==> src/rtl/id_fetch_queue_pkg.sv <==
// Front-end shared types for the fetch-to-decode instruction queue.
// Holds the queue entry layout, default depth and exception-cause width.
package id_fetch_queue_pkg;

  localparam int unsigned FQ_DEPTH = 8;
  localparam int unsigned EXC_W    = 7;
  localparam int unsigned NCAUSE   = 2;

  // 32+32+1+32+1+2*7 = 112 bits per entry
  typedef struct packed {
    logic [31:0]                  pc;
    logic [31:0]                  inst;
    logic                         pre_taken;
    logic [31:0]                  pre_addr;
    logic                         is_exception;
    logic [NCAUSE-1:0][EXC_W-1:0] exception_cause;
  } fq_entry_t;

  function automatic logic [1:0] pop2(input logic [1:0] v);
    return {1'b0, v[0]} + {1'b0, v[1]};
  endfunction

endpackage

==> src/rtl/id_fetch_queue_ram.sv <==
// Entry storage: DEPTH x fq_entry_t, two write ports, two async reads.
// Ports: clk_i, we0/1_i + waddr0/1_i + wdata0/1_i, raddr0/1_i -> rdata0/1_o.
module id_fetch_queue_ram
  import id_fetch_queue_pkg::*;
#(
  parameter int unsigned DEPTH = FQ_DEPTH,
  localparam int unsigned AW   = $clog2(DEPTH)
) (
  input  logic          clk_i,
  input  logic          we0_i,
  input  logic [AW-1:0] waddr0_i,
  input  fq_entry_t     wdata0_i,
  input  logic          we1_i,
  input  logic [AW-1:0] waddr1_i,
  input  fq_entry_t     wdata1_i,
  input  logic [AW-1:0] raddr0_i,
  input  logic [AW-1:0] raddr1_i,
  output fq_entry_t     rdata0_o,
  output fq_entry_t     rdata1_o
);

  fq_entry_t mem_q [DEPTH];

  // Write addresses are always tail and tail+1, so they never collide.
  always_ff @(posedge clk_i) begin
    if (we0_i) mem_q[waddr0_i] <= wdata0_i;
    if (we1_i) mem_q[waddr1_i] <= wdata1_i;
  end

  assign rdata0_o = mem_q[raddr0_i];
  assign rdata1_o = mem_q[raddr1_i];

endmodule

==> src/rtl/id_fetch_queue.sv <==
// Two-wide fetch queue between the fetch buffer and decode.
// Ports: cpu_clk/cpu_rst, flush/pause, in_* packet, dec_accept, out_* slots, count.
module id_fetch_queue
  import id_fetch_queue_pkg::*;
#(
  parameter int unsigned DEPTH = FQ_DEPTH,
  localparam int unsigned AW   = $clog2(DEPTH),
  localparam int unsigned CW   = AW + 1
) (
  input  logic                              cpu_clk,
  input  logic                              cpu_rst,
  input  logic                              flush,
  input  logic                              pause,
  input  logic                              in_valid,
  input  logic [1:0]                        in_lane_en,
  input  logic [1:0][31:0]                  in_pc,
  input  logic [1:0][31:0]                  in_inst,
  input  logic [1:0]                        in_pre_taken,
  input  logic [1:0][31:0]                  in_pre_addr,
  input  logic [1:0]                        in_is_exception,
  input  logic [1:0][NCAUSE-1:0][EXC_W-1:0] in_exception_cause,
  output logic                              get_data_req,
  input  logic [1:0]                        dec_accept,
  output logic [1:0]                        out_valid,
  output logic [1:0][31:0]                  out_pc,
  output logic [1:0][31:0]                  out_inst,
  output logic [1:0]                        out_pre_taken,
  output logic [1:0][31:0]                  out_pre_addr,
  output logic [1:0]                        out_is_exception,
  output logic [1:0][NCAUSE-1:0][EXC_W-1:0] out_exception_cause,
  output logic [CW-1:0]                     count
);

  localparam logic [CW:0] DEPTH_L = (CW+1)'(DEPTH);

  logic [AW-1:0] head_q, head_d;
  logic [AW-1:0] tail_q, tail_d;
  logic [CW-1:0] count_q, count_d;

  fq_entry_t lane_e [2];
  fq_entry_t wdata0, rd0, rd1;
  logic      enq, we0, we1;
  logic [1:0] nenq, ndeq, acc;

  for (genvar l = 0; l < 2; l++) begin : g_lane
    assign lane_e[l] = '{
      pc:              in_pc[l],
      inst:            in_inst[l],
      pre_taken:       in_pre_taken[l],
      pre_addr:        in_pre_addr[l],
      is_exception:    in_is_exception[l],
      exception_cause: in_exception_cause[l]
    };
  end

  assign get_data_req = (({1'b0, count_q} + (CW+1)'(2)) <= DEPTH_L)
                        && !flush;

  assign enq  = in_valid && get_data_req;
  assign nenq = enq ? pop2(in_lane_en) : 2'd0;

  // Lanes are packed from tail: a lone lane1 lands on write port 0.
  assign we0    = enq && |in_lane_en;
  assign we1    = enq && &in_lane_en;
  assign wdata0 = in_lane_en[0] ? lane_e[0] : lane_e[1];

  assign out_valid[0] = (count_q >= CW'(1)) && !pause && !flush;
  assign out_valid[1] = (count_q >= CW'(2)) && !pause && !flush;

  // Accepting slot1 without slot0 is illegal; treat it as no accept.
  assign acc  = dec_accept & out_valid;
  assign ndeq = (acc == 2'b11) ? 2'd2 :
                (acc == 2'b01) ? 2'd1 : 2'd0;

  always_comb begin
    head_d  = head_q + AW'(ndeq);
    tail_d  = tail_q + AW'(nenq);
    count_d = count_q + CW'(nenq) - CW'(ndeq);
    if (flush) begin
      head_d  = '0;
      tail_d  = '0;
      count_d = '0;
    end
  end

  always_ff @(posedge cpu_clk) begin
    if (cpu_rst) begin
      head_q  <= '0;
      tail_q  <= '0;
      count_q <= '0;
    end else begin
      head_q  <= head_d;
      tail_q  <= tail_d;
      count_q <= count_d;
    end
  end

  id_fetch_queue_ram #(
    .DEPTH (DEPTH)
  ) u_ram (
    .clk_i    (cpu_clk),
    .we0_i    (we0),
    .waddr0_i (tail_q),
    .wdata0_i (wdata0),
    .we1_i    (we1),
    .waddr1_i (tail_q + AW'(1)),
    .wdata1_i (lane_e[1]),
    .raddr0_i (head_q),
    .raddr1_i (head_q + AW'(1)),
    .rdata0_o (rd0),
    .rdata1_o (rd1)
  );

  assign out_pc[0]              = rd0.pc;
  assign out_pc[1]              = rd1.pc;
  assign out_inst[0]            = rd0.inst;
  assign out_inst[1]            = rd1.inst;
  assign out_pre_taken[0]       = rd0.pre_taken;
  assign out_pre_taken[1]       = rd1.pre_taken;
  assign out_pre_addr[0]        = rd0.pre_addr;
  assign out_pre_addr[1]        = rd1.pre_addr;
  assign out_is_exception[0]    = rd0.is_exception;
  assign out_is_exception[1]    = rd1.is_exception;
  assign out_exception_cause[0] = rd0.exception_cause;
  assign out_exception_cause[1] = rd1.exception_cause;

  assign count = count_q;

endmodule

==> config.mk <==
export PLATFORM = sky130hd
export DESIGN_NAME = id_fetch_queue
export DESIGN_NICKNAME = d
export VERILOG_FILES = /design/src/rtl/id_fetch_queue_pkg.sv /design/src/rtl/id_fetch_queue_ram.sv /design/src/rtl/id_fetch_queue.sv
export SDC_FILE = /design/constraint.sdc
export NUM_CORES = 2
export LEC_CHECK = 0
export ABC_AREA = 1
export CAP_MARGIN = 20
export CELL_PAD_IN_SITES_DETAIL_PLACEMENT = 0
export CELL_PAD_IN_SITES_GLOBAL_PLACEMENT = 1
export CORE_MARGIN = 2
export CORE_UTILIZATION = 43
export CTS_CLUSTER_SIZE = 12
export DETAILED_ROUTE_END_ITERATION = 10
export GPL_TIMING_DRIVEN = 0
export PLACE_DENSITY_LB_ADDON = 0.1
export SLEW_MARGIN = 15
export SYNTH_ARGS = -nofsm -noshare
export SYNTH_HDL_FRONTEND = slang
export SYNTH_HIERARCHICAL = 1
export SYNTH_SLANG_ARGS = --single-unit
==> constraint.sdc <==
create_clock -name cpu_clk -period 15.8 [get_ports cpu_clk]
set_clock_uncertainty 0.2 [all_clocks]
set_input_delay 3.16 -clock cpu_clk [delete_from_list [all_inputs] [get_ports cpu_clk]]
set_output_delay 3.16 -clock cpu_clk [all_outputs]
set_load 0.02 [all_outputs]
=== Yosys cells after proc, flatten, opt, wreduce, memory -nomap -nowiden ===
Memory sizes are Yosys's and may differ from the RTL's. A register that Yosys moved wholly into a read port is not among the register bits.
Index checks and enable logic that the tools add are counted.

* Bits in writable memories: 896
* Memories: 1
* Logic and storage cells: 40
* Flip-flop bits (word level): 10
* Output and inout port bits: 231

* Magnitude comparators: 3
* Bitwise operators: 1
* Equality and inequality tests: 2
* Mux-type cells: 9
* Add/sub/neg operators: 8
* Reductions and logical operators: 13

{| class="wikitable"
|+ Memories
! name !! depth !! width !! rd ports !! clocked after Yosys merged registers in !! write ports !! line !! source
|-
| u_ram.mem_q || 8 || 112 || 2 || 1 || 2 || id_fetch_queue_ram.sv:22 || <nowiki>fq_entry_t mem_q [DEPTH];</nowiki>
|}

{| class="wikitable"
|+ Operator list
! cell !! count
|-
| 112-bit 2-to-1 mux || 1
|-
| 1-bit logical AND || 8
|-
| 3-bit by 1-bit adder with 3-bit output (second input constant) || 2
|-
| 3-bit by 2-bit adder with 3-bit output || 2
|-
| 4-bit by 2-bit adder with 5-bit output (second input constant) || 1
|-
| 5-bit by 4-bit <= comparator with 1-bit output (second input constant) || 1
|-
| 1-bit 2-to-1 mux || 5
|-
| 4-bit by 2-bit adder with 4-bit output || 1
|-
| 4-bit by 1-bit >= comparator with 1-bit output (second input constant) || 1
|-
| 4-bit by 2-bit >= comparator with 1-bit output (second input constant) || 1
|-
| 2-bit 2-to-1 mux || 2
|-
| 2-bit OR reduction || 2
|-
| 4-bit by 2-bit subtractor with 4-bit output || 1
|-
| 3-bit 2-to-1 mux || 1
|-
| 1-bit by 1-bit adder with 2-bit output || 1
|-
| 2-bit AND || 1
|-
| 2-bit by 1-bit equality test with 1-bit output (second input constant) || 1
|-
| 2-bit equality test (second input constant) || 1
|-
| 1-bit logical NOT || 2
|-
| 2-bit AND reduction || 1
|}

=== Longest topological paths before layout ===
* Depth after elaboration: 9
* Depth in mapped cells: 15

=== Cells and area by module ===
Netlist, hierarchy kept.

{| class="wikitable"
|+ By module, submodules not included
! module !! cells an instance !! area an instance (µm²) !! times used
|-
| id_fetch_queue_ram || 8196 || 57182.3 || 1
|-
| id_fetch_queue || 463 || 2240.9 || 1
|}

=== Worst setup path before layout ===
No wires, ideal clock.

* Kind: input to register
* From: input port in_lane_en[0]
* To: memory u_ram/mem_q[1][0] (netlist name) (enable)
* Library setup time: 0.737 ns
* Arrival time: 11.711 ns
* Stages on the path: 7
* Slack: 3.152 ns
* Path through: buf_6 > inv_4 > buf_2 > ha_1 > nor2_1 > nand2_1 > o21ai_0

{| class="wikitable"
|+ RTL lines
! item !! line !! source
|-
| start: declaration || id_fetch_queue.sv:15 || <nowiki>input logic [1:0] in_lane_en,</nowiki>
|-
| end: declaration || id_fetch_queue_ram.sv:22 ||
|}

=== Worst setup path in the final report ===
* From: input port flush
* To: output port out_valid[1]

* Longest elaborated chain between the ends: 2

{| class="wikitable"
|+ RTL lines
! item !! line !! source
|-
| start: declaration || id_fetch_queue.sv:12 || <nowiki>input logic flush,</nowiki>
|-
| 1-bit logical NOT || id_fetch_queue.sv:68 || <nowiki>assign out_valid[1] = (count_q >= CW'(2)) && !pause && !flush;</nowiki>
|-
| 1-bit logical AND || id_fetch_queue.sv:68 ||
|-
| end: declaration || id_fetch_queue.sv:24 || <nowiki>output logic [1:0] out_valid,</nowiki>
|}

No other way between the ends.

==> qor.csv <==
metric,value,unit
status,finished clean,
switching_share,0.254,
layout-drive-gt1-share,0.0723,
area_growth,19.7,%
ys_seq_elements,906,
p_leak,34.5,nW
grt_busiest_layer,met2,
wirelength,262000,um
drt-initial-drc-count,8177,
pwr-share-comb,0.121,
worstPathArrival,4.71,ns
antenna_found_initial,21,
globalRouteOverflowTotal,0,
worst_pin_slew,1.00,ns
vdd.ir_drop.worst,0.0785,mV
die_w,376,um
maxSlewHeadroom,0.331,
p_clk_frac,0.417,
min_path_type,flip-flop to flip-flop,
drc,0,
ios,464,
clock-sinks,906,
synth_flop_cell,edfxtp_1,
placed_cells,11000,
slew_viol_final,0,
drt_pass1_iterations,7,
cap_viol_max_count,0,
ys_seq_area_frac,0.456,
die_h,376,um
fin_crit_sh,0.511,
critical_path_buf_inv_count,2,
h-tree-depth,3,
grt_usage,0.361,
cts_tree,yes,
start_kind,input pin,
path_clk_slew,0.06,ns
fin_setup_tns,0,ns
synth-async-reset-ratio,0,
path_max_fanout,3,
synth_top_area_frac,0.453,
hold_viol_final,0,
io_buffers,463,
p_switching,1.48,mW
synth_top_cell_by_area,edfxtp_1,
synth_cell_types,28,
synth_cells,8659,
ys_warn_count,6,
cp.required,12.44,ns
internal_power,4.36,mW
initial_core_util,0.433,
detail_route.wl_per_cell,23.4,um
viasPerCell,5.51,
finalSetupViolations,0,
max_stage_delay,0.65,ns
insertion_delay,0.73,ns
cts_root_buffer,clkbuf_16,
cp_slowest_cell,clkdlybuf4s50_1,
cts_setup_buffers,0,
num_vias,61700,
setup.worst_path.end_class,output port,
synthTopCellsByArea,"edfxtp_1, nand2_1, nand3_1",
path_delay_family,buffers and inverters,
fmax,0.124,GHz
cts_buffer_depth,3,
powerDensity,82.2,nW/um2
drtAntennaViolNets,0,
gr-usage-met1,0.466,
postCtsResizedCells,0,
final_cells,11200,
grt_pass1_wl,375000,um
synth_edf_count,896,
place_congestion,0.920,
power.total,5.84,mW
core,137000,um2
grtUsageMet3,0.0815,
cts_buffers,106,
holdWs,0.373,ns
syn_area,59400,um2
pwr-share-seq,0.462,
dp_hpwl,187000,um
finalCriticalPeriod,8.07,ns
nNetsFinal,9535,
fp.dieArea,141000,um2
fp-row-count,136,
critical_path_class,input pin to output port,
crit_chain,"clkdlybuf4s50_1, nor2_1, a21boi_1, clkdlybuf4s50_1",
grt_pass1_vias,57400,
use_met2,0.567,
grt_max_degree,24,
synth_nets,8910,
ctsHoldBuffers,0,
syn_area_per_cell,6.86,um2
crit_top_cell,clkdlybuf4s50_1,
rsz0062_at_grt,no,
utilization,0.518,
logic make-up after synthesis:
kind of cell    after synthesis  synth area share
simple gates               5097             0.342
fa+ha+maj                    18           0.00430
buf+inv                    1725             0.121
compound gates              908            0.0765
flops                       906             0.456
xor+xnor                      5          0.000737
stage by stage:
stage	worst slack, ns	area, um2
CTS	7.71	71000
global placement	-6.38	66300
detailed placement	7.71	67700
global route	7.61	71100
finish	7.73	71100
floorplan	3.15	59400
placed cells by master (no fill, tap or decap), types with 8 or more instances in the layout:
| master | count |
|---|---|
| nand2_1 | 4159 |
| inv_1 | 1042 |
| nand3_1 | 905 |
| edfxtp_1 | 896 |
| o21ai_0 | 878 |
| clkdlybuf4s50_1 | 463 |
| buf_2 | 436 |
| clkbuf_1 | 211 |
| clkbuf_16 | 111 |
| buf_16 | 34 |
| buf_1 | 29 |
| clkinv_1 | 26 |
| diode_2 | 25 |
| nor2_1 | 20 |
| buf_6 | 18 |
| o21ai_1 | 18 |
| clkinv_2 | 16 |
| buf_12 | 16 |
| ha_1 | 14 |
| dfxtp_1 | 10 |
| bufinv_16 | 8 |
| o21ai_4 | 8 |
metal layers:
| layer | wire length, um | part of all wire |
|---|---|---|
| met1 | 101000 | 0.38 |
| met2 | 118000 | 0.45 |
| met3 | 29500 | 0.11 |
| met4 | 12900 | 0.049 |
| met5 | 88 | 0.00034 |
power groups by stage:
| stage | clock (mW) | sequential (mW) | combinational (mW) |
|---|---|---|---|
| finish | 2.44 | 2.70 | 0.705 |
| global placement | 0 | 2.77 | 0.666 |
| CTS | 2.46 | 2.70 | 0.694 |
| global route | 2.55 | 2.70 | 0.773 |
| detailed placement | 0 | 2.75 | 0.691 |
| floorplan | 0 | 2.76 | 0.388 |
cells in the mapped netlist (3+ instances only):
master and instances:
nand2_1 4159, inv_1 1042, nand3_1 905, edfxtp_1 896
o21ai_0 886, buf_2 436, clkbuf_1 190, buf_1 29
nor2_1 20, buf_6 18, o21ai_1 18, ha_1 14
dfxtp_1 10, inv_2 6, nand2_2 6, fa_1 4
xor2_1 4, a21oi_1 3
layout make-up:
class | instances | area [um2]
fillers | 13500 | 66200
flip-flops and latches | 906 | 27100
multi-input cells | 6028 | 25200
repair buffers | 517 | 5950
inverters | 1050 | 3940
plain buffers | 675 | 3230
clock buffers | 137 | 2900
well taps | 1794 | 2240
clock inverters | 51 | 432
diodes | 25 | 62.6
final timing paths:
kind	cells after the start	start	slack (ns)	to
max reg2reg	15	count[2]$_SDFF_PP0_	10.96	u_ram/mem_q[1][67]$_DFFE_PP_
min reg2reg	2	head_q[2]$_SDFF_PP0_	0.37	head_q[2]$_SDFF_PP0_
min	2	head_q[2]$_SDFF_PP0_	0.37	head_q[2]$_SDFF_PP0_
max	4	flush	7.73	out_valid[1]
state kept, by name, summed over array words and instances, names as in the netlist:
| name | cells |
|---|---|
| tail_q | 3 |
| head_q | 3 |
| u_ram/mem_q | 896 |
| count | 4 |
worst reg2reg max path, delay by kind of cell (launching register included):
family | cells | cell delay (ns)
AO/OA/AOI/OAI | 1 | 0.31
adder cells (fa/ha/maj) | 1 | 0.27
AND/OR/NAND/NOR | 6 | 1.08
flip-flops | 1 | 0.38
buffers and inverters | 7 | 2.34
(Power assumes the default switching activity.)
